**src/rtl/mems_dac_sequencer_pkg.sv**
```systemverilog
// Shared types, DAC command codes, init words and frame builder for the MEMS DAC sequencer.
package mems_pkg;

  typedef enum logic [2:0] {
    ST_INIT_SEND,
    ST_INIT_WAIT,
    ST_IDLE,
    ST_ARMED,
    ST_X_SEND,
    ST_X_WAIT,
    ST_Y_SEND,
    ST_Y_WAIT
  } state_e;

  localparam logic [2:0]  CMD_WRITE_N       = 3'b000;
  localparam logic [2:0]  CMD_WRITE_UPD_ALL = 3'b010;

  localparam logic [23:0] INIT_RESET  = 24'h280001;
  localparam logic [23:0] INIT_REF_ON = 24'h380001;
  localparam int          INIT_LEN    = 2;

  localparam logic [15:0] PARK_CODE = 16'h8000;

  function automatic logic [23:0] make_frame(input logic [2:0]  cmd,
                                             input logic [2:0]  addr,
                                             input logic [15:0] data);
    return {2'b00, cmd, addr, data};
  endfunction

  function automatic logic [23:0] init_word(input logic idx);
    return idx ? INIT_REF_ON : INIT_RESET;
  endfunction

endpackage

```
**src/rtl/mems_dac_sequencer_if.sv**
```systemverilog
// Upstream sample stream plus SPI master start/data handshake between the sequencer and its neighbours.
interface mems_dac_sequencer_if;
  logic        s_valid;
  logic        s_ready;
  logic [15:0] s_x;
  logic [15:0] s_y;
  logic        spi_start;
  logic [23:0] spi_data;
  logic        spi_busy;
  logic        spi_done;

  modport master (
    output s_ready, spi_start, spi_data,
    input  s_valid, s_x, s_y, spi_busy, spi_done
  );

  modport slave (
    input  s_ready, spi_start, spi_data,
    output s_valid, s_x, s_y, spi_busy, spi_done
  );
endinterface

```
**src/rtl/mems_dac_sequencer_tick_gen.sv**
```systemverilog
// Sample-rate divider: counts 0..TICK_DIV-1 while enabled, tick on the last count; clr restarts the period.
module mems_tick_gen #(
  parameter int TICK_DIV = 2500
) (
  input  logic clk,
  input  logic rst,
  input  logic en,
  input  logic clr,
  output logic tick
);
  localparam int CW = $clog2(TICK_DIV);
  localparam logic [CW-1:0] LAST = CW'(TICK_DIV - 1);

  logic [CW-1:0] cnt_q, cnt_d;

  always_comb begin
    cnt_d = cnt_q;
    if (clr)     cnt_d = '0;
    else if (en) cnt_d = (cnt_q == LAST) ? '0 : cnt_q + CW'(1);
  end

  always_ff @(posedge clk) begin
    if (rst) cnt_q <= '0;
    else     cnt_q <= cnt_d;
  end

  assign tick = en && (cnt_q == LAST);
endmodule

```
**src/rtl/mems_dac_sequencer.sv**
```systemverilog
// Drives a dual-channel DAC through the SPI master: init words after reset, then one X/Y pair per sample tick.
// Optional macro MEMS_PARK_EN: send mid-scale park frames to both axes when streaming stops.
//
// state      | meaning
// INIT_SEND  | waiting for SPI idle to launch init word init_idx
// INIT_WAIT  | init word in flight
// IDLE       | init complete, waiting for enable
// ARMED      | streaming, waiting for the next sample tick
// X_SEND     | X frame ready, waiting for SPI idle
// X_WAIT     | X frame in flight
// Y_SEND     | Y (update-all) frame ready, waiting for SPI idle
// Y_WAIT     | Y frame in flight; decides ARMED / IDLE / park
module mems_dac_sequencer
  import mems_pkg::*;
#(
  parameter int         TICK_DIV = 2500,
  parameter logic [2:0] X_ADDR   = 3'b000,
  parameter logic [2:0] Y_ADDR   = 3'b001,
  parameter int         CNT_W    = 16
) (
  input  logic                 clk,
  input  logic                 rst,
  mems_dac_sequencer_if.master bus,
  input  logic                 enable,
  input  logic                 clear_status,
  output logic                 init_done,
  output logic                 running,
  output logic [CNT_W-1:0]     underrun_cnt,
  output logic                 overrun
);

  state_e             state_q, state_d;
  logic               init_idx_q, init_idx_d;
  logic [15:0]        x_q, x_d, y_q, y_d;
  logic               spi_start_q, spi_start_d;
  logic [23:0]        spi_data_q, spi_data_d;
  logic               init_done_q, init_done_d;
  logic               running_q, running_d;
  logic [CNT_W-1:0]   underrun_q, underrun_d;
  logic               overrun_q, overrun_d;
  logic               tick, tick_clr, s_ready_c, underrun_inc;
`ifdef MEMS_PARK_EN
  logic               park_q, park_d;
`endif

  mems_tick_gen #(.TICK_DIV(TICK_DIV)) u_tick (
    .clk  (clk),
    .rst  (rst),
    .en   (running_q),
    .clr  (tick_clr),
    .tick (tick)
  );

  always_comb begin
    state_d      = state_q;
    init_idx_d   = init_idx_q;
    x_d          = x_q;
    y_d          = y_q;
    spi_start_d  = 1'b0;
    spi_data_d   = spi_data_q;
    init_done_d  = init_done_q;
    running_d    = running_q;
    tick_clr     = 1'b0;
    s_ready_c    = 1'b0;
    underrun_inc = 1'b0;
`ifdef MEMS_PARK_EN
    park_d       = park_q;
`endif
    case (state_q)
      ST_INIT_SEND: if (!bus.spi_busy) begin
        spi_start_d = 1'b1;
        spi_data_d  = init_word(init_idx_q);
        state_d     = ST_INIT_WAIT;
      end
      ST_INIT_WAIT: if (bus.spi_done) begin
        if (init_idx_q == 1'(INIT_LEN - 1)) begin
          init_done_d = 1'b1;
          state_d     = ST_IDLE;
        end else begin
          init_idx_d = init_idx_q + 1'b1;
          state_d    = ST_INIT_SEND;
        end
      end
      ST_IDLE: if (enable) begin
        running_d = 1'b1;
        tick_clr  = 1'b1;
        state_d   = ST_ARMED;
      end
      ST_ARMED: begin
        s_ready_c = tick;
        // An accepted sample always completes as a pair, even if enable just fell.
        if (tick && bus.s_valid) begin
          x_d        = bus.s_x;
          y_d        = bus.s_y;
          spi_data_d = make_frame(CMD_WRITE_N, X_ADDR, bus.s_x);
          if (!bus.spi_busy) begin
            spi_start_d = 1'b1;
            state_d     = ST_X_WAIT;
          end else begin
            state_d = ST_X_SEND;
          end
        end else if (!enable) begin
`ifdef MEMS_PARK_EN
          x_d     = PARK_CODE;
          y_d     = PARK_CODE;
          park_d  = 1'b1;
          state_d = ST_X_SEND;
`else
          running_d = 1'b0;
          state_d   = ST_IDLE;
`endif
        end else if (tick) begin
          underrun_inc = 1'b1;
        end
      end
      ST_X_SEND: if (!bus.spi_busy) begin
        spi_start_d = 1'b1;
        spi_data_d  = make_frame(CMD_WRITE_N, X_ADDR, x_q);
        state_d     = ST_X_WAIT;
      end
      ST_X_WAIT: if (bus.spi_done) state_d = ST_Y_SEND;
      ST_Y_SEND: if (!bus.spi_busy) begin
        spi_start_d = 1'b1;
        spi_data_d  = make_frame(CMD_WRITE_UPD_ALL, Y_ADDR, y_q);
        state_d     = ST_Y_WAIT;
      end
      ST_Y_WAIT: if (bus.spi_done) begin
`ifdef MEMS_PARK_EN
        if (park_q) begin
          park_d    = 1'b0;
          running_d = 1'b0;
          state_d   = ST_IDLE;
        end else if (!enable) begin
          x_d     = PARK_CODE;
          y_d     = PARK_CODE;
          park_d  = 1'b1;
          state_d = ST_X_SEND;
        end else begin
          state_d = ST_ARMED;
        end
`else
        if (!enable) begin
          running_d = 1'b0;
          state_d   = ST_IDLE;
        end else begin
          state_d = ST_ARMED;
        end
`endif
      end
      default: state_d = ST_INIT_SEND;
    endcase

    // Status: clear wins over any same-cycle increment or set.
    underrun_d = underrun_q;
    overrun_d  = overrun_q;
    if (clear_status) begin
      underrun_d = '0;
      overrun_d  = 1'b0;
    end else begin
      if (underrun_inc && (underrun_q != '1)) underrun_d = underrun_q + CNT_W'(1);
      if (tick && (state_q != ST_ARMED))      overrun_d  = 1'b1;
    end
  end

  always_ff @(posedge clk) begin
    if (rst) begin
      state_q     <= ST_INIT_SEND;
      init_idx_q  <= 1'b0;
      x_q         <= '0;
      y_q         <= '0;
      spi_start_q <= 1'b0;
      spi_data_q  <= '0;
      init_done_q <= 1'b0;
      running_q   <= 1'b0;
      underrun_q  <= '0;
      overrun_q   <= 1'b0;
`ifdef MEMS_PARK_EN
      park_q      <= 1'b0;
`endif
    end else begin
      state_q     <= state_d;
      init_idx_q  <= init_idx_d;
      x_q         <= x_d;
      y_q         <= y_d;
      spi_start_q <= spi_start_d;
      spi_data_q  <= spi_data_d;
      init_done_q <= init_done_d;
      running_q   <= running_d;
      underrun_q  <= underrun_d;
      overrun_q   <= overrun_d;
`ifdef MEMS_PARK_EN
      park_q      <= park_d;
`endif
    end
  end

  assign bus.s_ready   = s_ready_c;
  assign bus.spi_start = spi_start_q;
  assign bus.spi_data  = spi_data_q;
  assign init_done     = init_done_q;
  assign running       = running_q;
  assign underrun_cnt  = underrun_q;
  assign overrun       = overrun_q;

endmodule

```
**src/flat_wrapper.sv**
```systemverilog
// flat-port wrapper written by rule: the top's interface ports become plain ports
module mems_dac_sequencer_flat import mems_pkg::*;
#(
  parameter int         TICK_DIV = 2500,
  parameter logic [2:0] X_ADDR   = 3'b000,
  parameter logic [2:0] Y_ADDR   = 3'b001,
  parameter int         CNT_W    = 16
)
  (clk, rst, enable, clear_status, init_done, running, underrun_cnt, overrun, bus_s_ready, bus_spi_start, bus_spi_data, bus_s_valid, bus_s_x, bus_s_y, bus_spi_busy, bus_spi_done);
  mems_dac_sequencer_if bus_i ();
  input  logic clk;
  input  logic rst;
  input  logic enable;
  input  logic clear_status;
  output logic init_done;
  output logic running;
  output logic [CNT_W-1:0] underrun_cnt;
  output logic overrun;
  output wire logic [$bits(bus_i.s_ready)-1:0] bus_s_ready;
  output wire logic [$bits(bus_i.spi_start)-1:0] bus_spi_start;
  output wire logic [$bits(bus_i.spi_data)-1:0] bus_spi_data;
  input wire logic [$bits(bus_i.s_valid)-1:0] bus_s_valid;
  input wire logic [$bits(bus_i.s_x)-1:0] bus_s_x;
  input wire logic [$bits(bus_i.s_y)-1:0] bus_s_y;
  input wire logic [$bits(bus_i.spi_busy)-1:0] bus_spi_busy;
  input wire logic [$bits(bus_i.spi_done)-1:0] bus_spi_done;
  assign bus_s_ready = bus_i.s_ready;
  assign bus_spi_start = bus_i.spi_start;
  assign bus_spi_data = bus_i.spi_data;
  assign bus_i.s_valid = bus_s_valid;
  assign bus_i.s_x = bus_s_x;
  assign bus_i.s_y = bus_s_y;
  assign bus_i.spi_busy = bus_spi_busy;
  assign bus_i.spi_done = bus_spi_done;
  mems_dac_sequencer #(.TICK_DIV(TICK_DIV), .X_ADDR(X_ADDR), .Y_ADDR(Y_ADDR), .CNT_W(CNT_W)) u_core (.clk(clk), .rst(rst), .bus(bus_i), .enable(enable), .clear_status(clear_status), .init_done(init_done), .running(running), .underrun_cnt(underrun_cnt), .overrun(overrun));
endmodule
```
**config.mk**
```make
export PLATFORM = sky130hd
export DESIGN_NAME = mems_dac_sequencer_flat
export DESIGN_NICKNAME = d
export VERILOG_FILES = /design/src/rtl/mems_dac_sequencer_pkg.sv /design/src/rtl/mems_dac_sequencer_if.sv /design/src/rtl/mems_dac_sequencer_tick_gen.sv /design/src/rtl/mems_dac_sequencer.sv /design/src/flat_wrapper.sv
export SDC_FILE = /design/constraint.sdc
export NUM_CORES = 1
export LEC_CHECK = 0
export BUFFER_PORTS_ARGS = -buffer_cell sky130_fd_sc_hd__buf_2
export CORE_MARGIN = 2
export CORE_UTILIZATION = 42
export CTS_BUF_LIST = sky130_fd_sc_hd__clkbuf_4 sky130_fd_sc_hd__clkbuf_8
export CTS_CLUSTER_SIZE = 16
export DETAILED_ROUTE_END_ITERATION = 8
export PLACE_DENSITY = 0.72
export SLEW_MARGIN = 40
export SYNTH_ARGS = -nofsm -noshare
export SYNTH_HDL_FRONTEND = slang
export SYNTH_HIERARCHICAL = 1
export SYNTH_SLANG_ARGS = --single-unit
```
**constraint.sdc**
```tcl
create_clock -name clk -period 3 [get_ports clk]
set_clock_uncertainty 0.15 [all_clocks]
set_input_delay 0.6 -clock clk [delete_from_list [all_inputs] [get_ports clk]]
set_output_delay 0.6 -clock clk [all_outputs]
set_load 0.1 [all_outputs]
```
==> metrics.yaml <==
rsz0062_at_grt: "false"
dieHeight_um: 101
synthCells: 471
synthSimpleGateAreaFrac_pct: 23.3
drive_above_1_share_pct: 21.5
fin_crit_sh_pct: 93.2
io_buffers: 79
fmax_ghz: 0.358
maxSlewHeadroom_pct: 47.5
cts_tree: "done"
path_clk_slew_ns: 0.09
drt-total-wl_mm: 9.78
cp_data_arrival_time_ns: 2.05
clk_latency_ns: 0.36
synth_top_flop_cell: "dfxtp_1"
period_minus_slack_ns: 2.80
synth_area_mm2: 0.00397
synth.yosys.seq_area_share_pct: 43.9
ir_drop_v: 0.000254
diodes: 0
endpoint_kind: "primary output"
dieArea_mm2: 0.0102
synth.area.mux_share_pct: 4.80
synth_compound_area_share_pct: 19.1
numCtsBuffers: 9
wire_per_inst_um: 15.0
min_path_type: "flop to flop"
synth_top_area_cell: "dfxtp_1"
yosysWarningCount: 6
overflow: 0
nFillCells: 894
dp_cells: 637
critPathKind: "flop to primary output"
post-route-util_pct: 50.1
multi_input_comb_area_mm2: 0.00201
viasPerCell: 5.65
crit_path_max_fanout: 5
place.gp.congestion: 0.880
maxCapViolations: 0
grt.total_usage_pct: 19.3
clk_path_buf_depth: 2
hold_depth: 2
io_pins: 84
ys_ff_latch: 87
powerDensity_mw_per_mm2: 463
initial_utilization_pct: 43.1
grt_pass1_vias: 3409
synth_top_family_by_area: "simple AND/OR/NAND/NOR gates"
grt_pass1_wl_mm: 15.9
hold_viol: 0
fin_cells: 654
syn_to_final_growth_pct: 16.1
final.setup.tns_ns: 0
ys_types: 50
mostFrequentLayoutCell: "dfxtp_1"
grt_max_degree: 45
synthXorXnorAreaFrac_pct: 2.43
r2r_cells: 7
via_count: 3692
coreArea_mm2: 0.00920
p_leak_nw: 1.65
syn_avg_cell_area_um2: 8.42
ff_latch_area_mm2: 0.00175
tightest_slew_ns: 0.787
hpwl_mm: 6.67
setup_viol: 0
nNetsFinal: 579
outcome: "finished, final reports clean"
ff2ff_setup_slack_ns: 0.38
std_cell_rows: 35
drc: 0
drt.antenna.violating_nets: 0
die_width_um: 101
required_ns: 2.25
root_buffer: "clkbuf_8"
layout_common_cells: "86 x dfxtp_1, 80 x nand2_1, 78 x buf_2"
postCtsHoldBufs: 0
synth.top_cell.area_share_pct: 43.9
synth_adder_area_share_pct: 0.631
antenna_found_initial: 0
cp-start-kind: "flop"
slew_viol_final: 0
cts.sinks: 87
synth-edff-count: 0
dr.pass1.iters: 5
drt_iter0_markers: 228
async_flop_share_pct: 0
synth.area.top_cells: "dfxtp_1 44%, nand2_1 7.6%, a21oi_1 6.7%, mux2i_1 4.8%, nor2_1 4.2%"
cts_htree_levels: 3
## layout make-up
class                   instances  share of cell area, %
clock inverters                 6                  0.951
well taps                     111                   3.02
flip-flops and latches         87                   37.9
clock buffers                  10                   2.99
repair buffers                 91                   10.9
multi-input cells             341                   43.6
inverters                       8                  0.652
## registers in the layout, indices dropped and copies added (netlist names), 3 cells and up
register             count
u_core/x_q              16
u_core/bus.spi_data     19
u_core/state_q           3
u_core/u_tick/cnt_q     12
u_core/y_q              16
u_core/underrun_cnt     16
## synth_stat cells, types with 4 or more instances
library cell and n:
a21oi_1 53, a221oi_1 4, a22oi_1 16, buf_2 7, buf_4 7, clkbuf_1 21, dfxtp_1 87, inv_1 8
mux2i_1 19, nand2_1 80, nand3_1 10, nand4_1 9, nor2_1 44, nor3_1 8, o21ai_0 4, o2bb2ai_1 15
o31ai_1 12, or3_1 4, or4_1 12, xnor2_1 8
## stage by stage
stage,setup slack (ns),total power [mW],area (um2),hold slack [ns]
floorplan,0.0677,1.35,3980,0.286
global placement,0.310,1.39,4400,0.291
detailed placement,0.232,1.40,4410,0.297
CTS,0.0983,2.15,4600,0.302
global route,0.0980,2.21,4600,0.303
finish,0.203,2.13,4600,0.307
## cells by family (layout without fill, tap and decap cells)
kind of cell | after synthesis | count (layout)
simple gates | 190 | 190
compound gates | 115 | 115
flops | 87 | 87
buf+inv | 46 | 115
mux | 19 | 19
xor+xnor | 11 | 11
fa+ha+maj | 2 | 2
other cells | 1 | 4
## power breakdown
part / switching, mW / internal (mW) / leakage, nW
clock network: 0.438 / 0.325 / 0.0809
registers: 0.00844 / 1.16 / 0.703
logic: 0.148 / 0.0525 / 0.865
## path summary, 6_finish.rpt
kind	from	endpoint
worst max-delay path	u_core/u_tick/cnt_q[2]	bus_s_ready
worst min-delay path	u_core/x_q[14]	u_core/x_q[14]
worst max register to register	u_core/u_tick/cnt_q[2]	u_core/underrun_cnt[3]
worst min register to register	u_core/x_q[14]	u_core/x_q[14]
## repair_timing
action | CTS | global route
pin swaps | 1 | 1
setup endpoints to repair | 1 | 1
setup buffers | 1 | 0
resized for setup | 1 | 0
## critical path, stage by stage (launching register included)
cell	delay, ns
dfxtp_1	0.36
or4b_1	0.54
nor4_2	0.19
and4b_2	0.29
buf_4	0.14
buf_12	0.17
## metal layers
layer	share of wire [%]	global-route usage [%]	wire length (um)
met1	44	24.7	4270
met2	47	31.7	4580
met3	8.1	4.69	794
met4	1.3	7.28	129
met5	0	0	0
(Power assumes the default switching activity.)
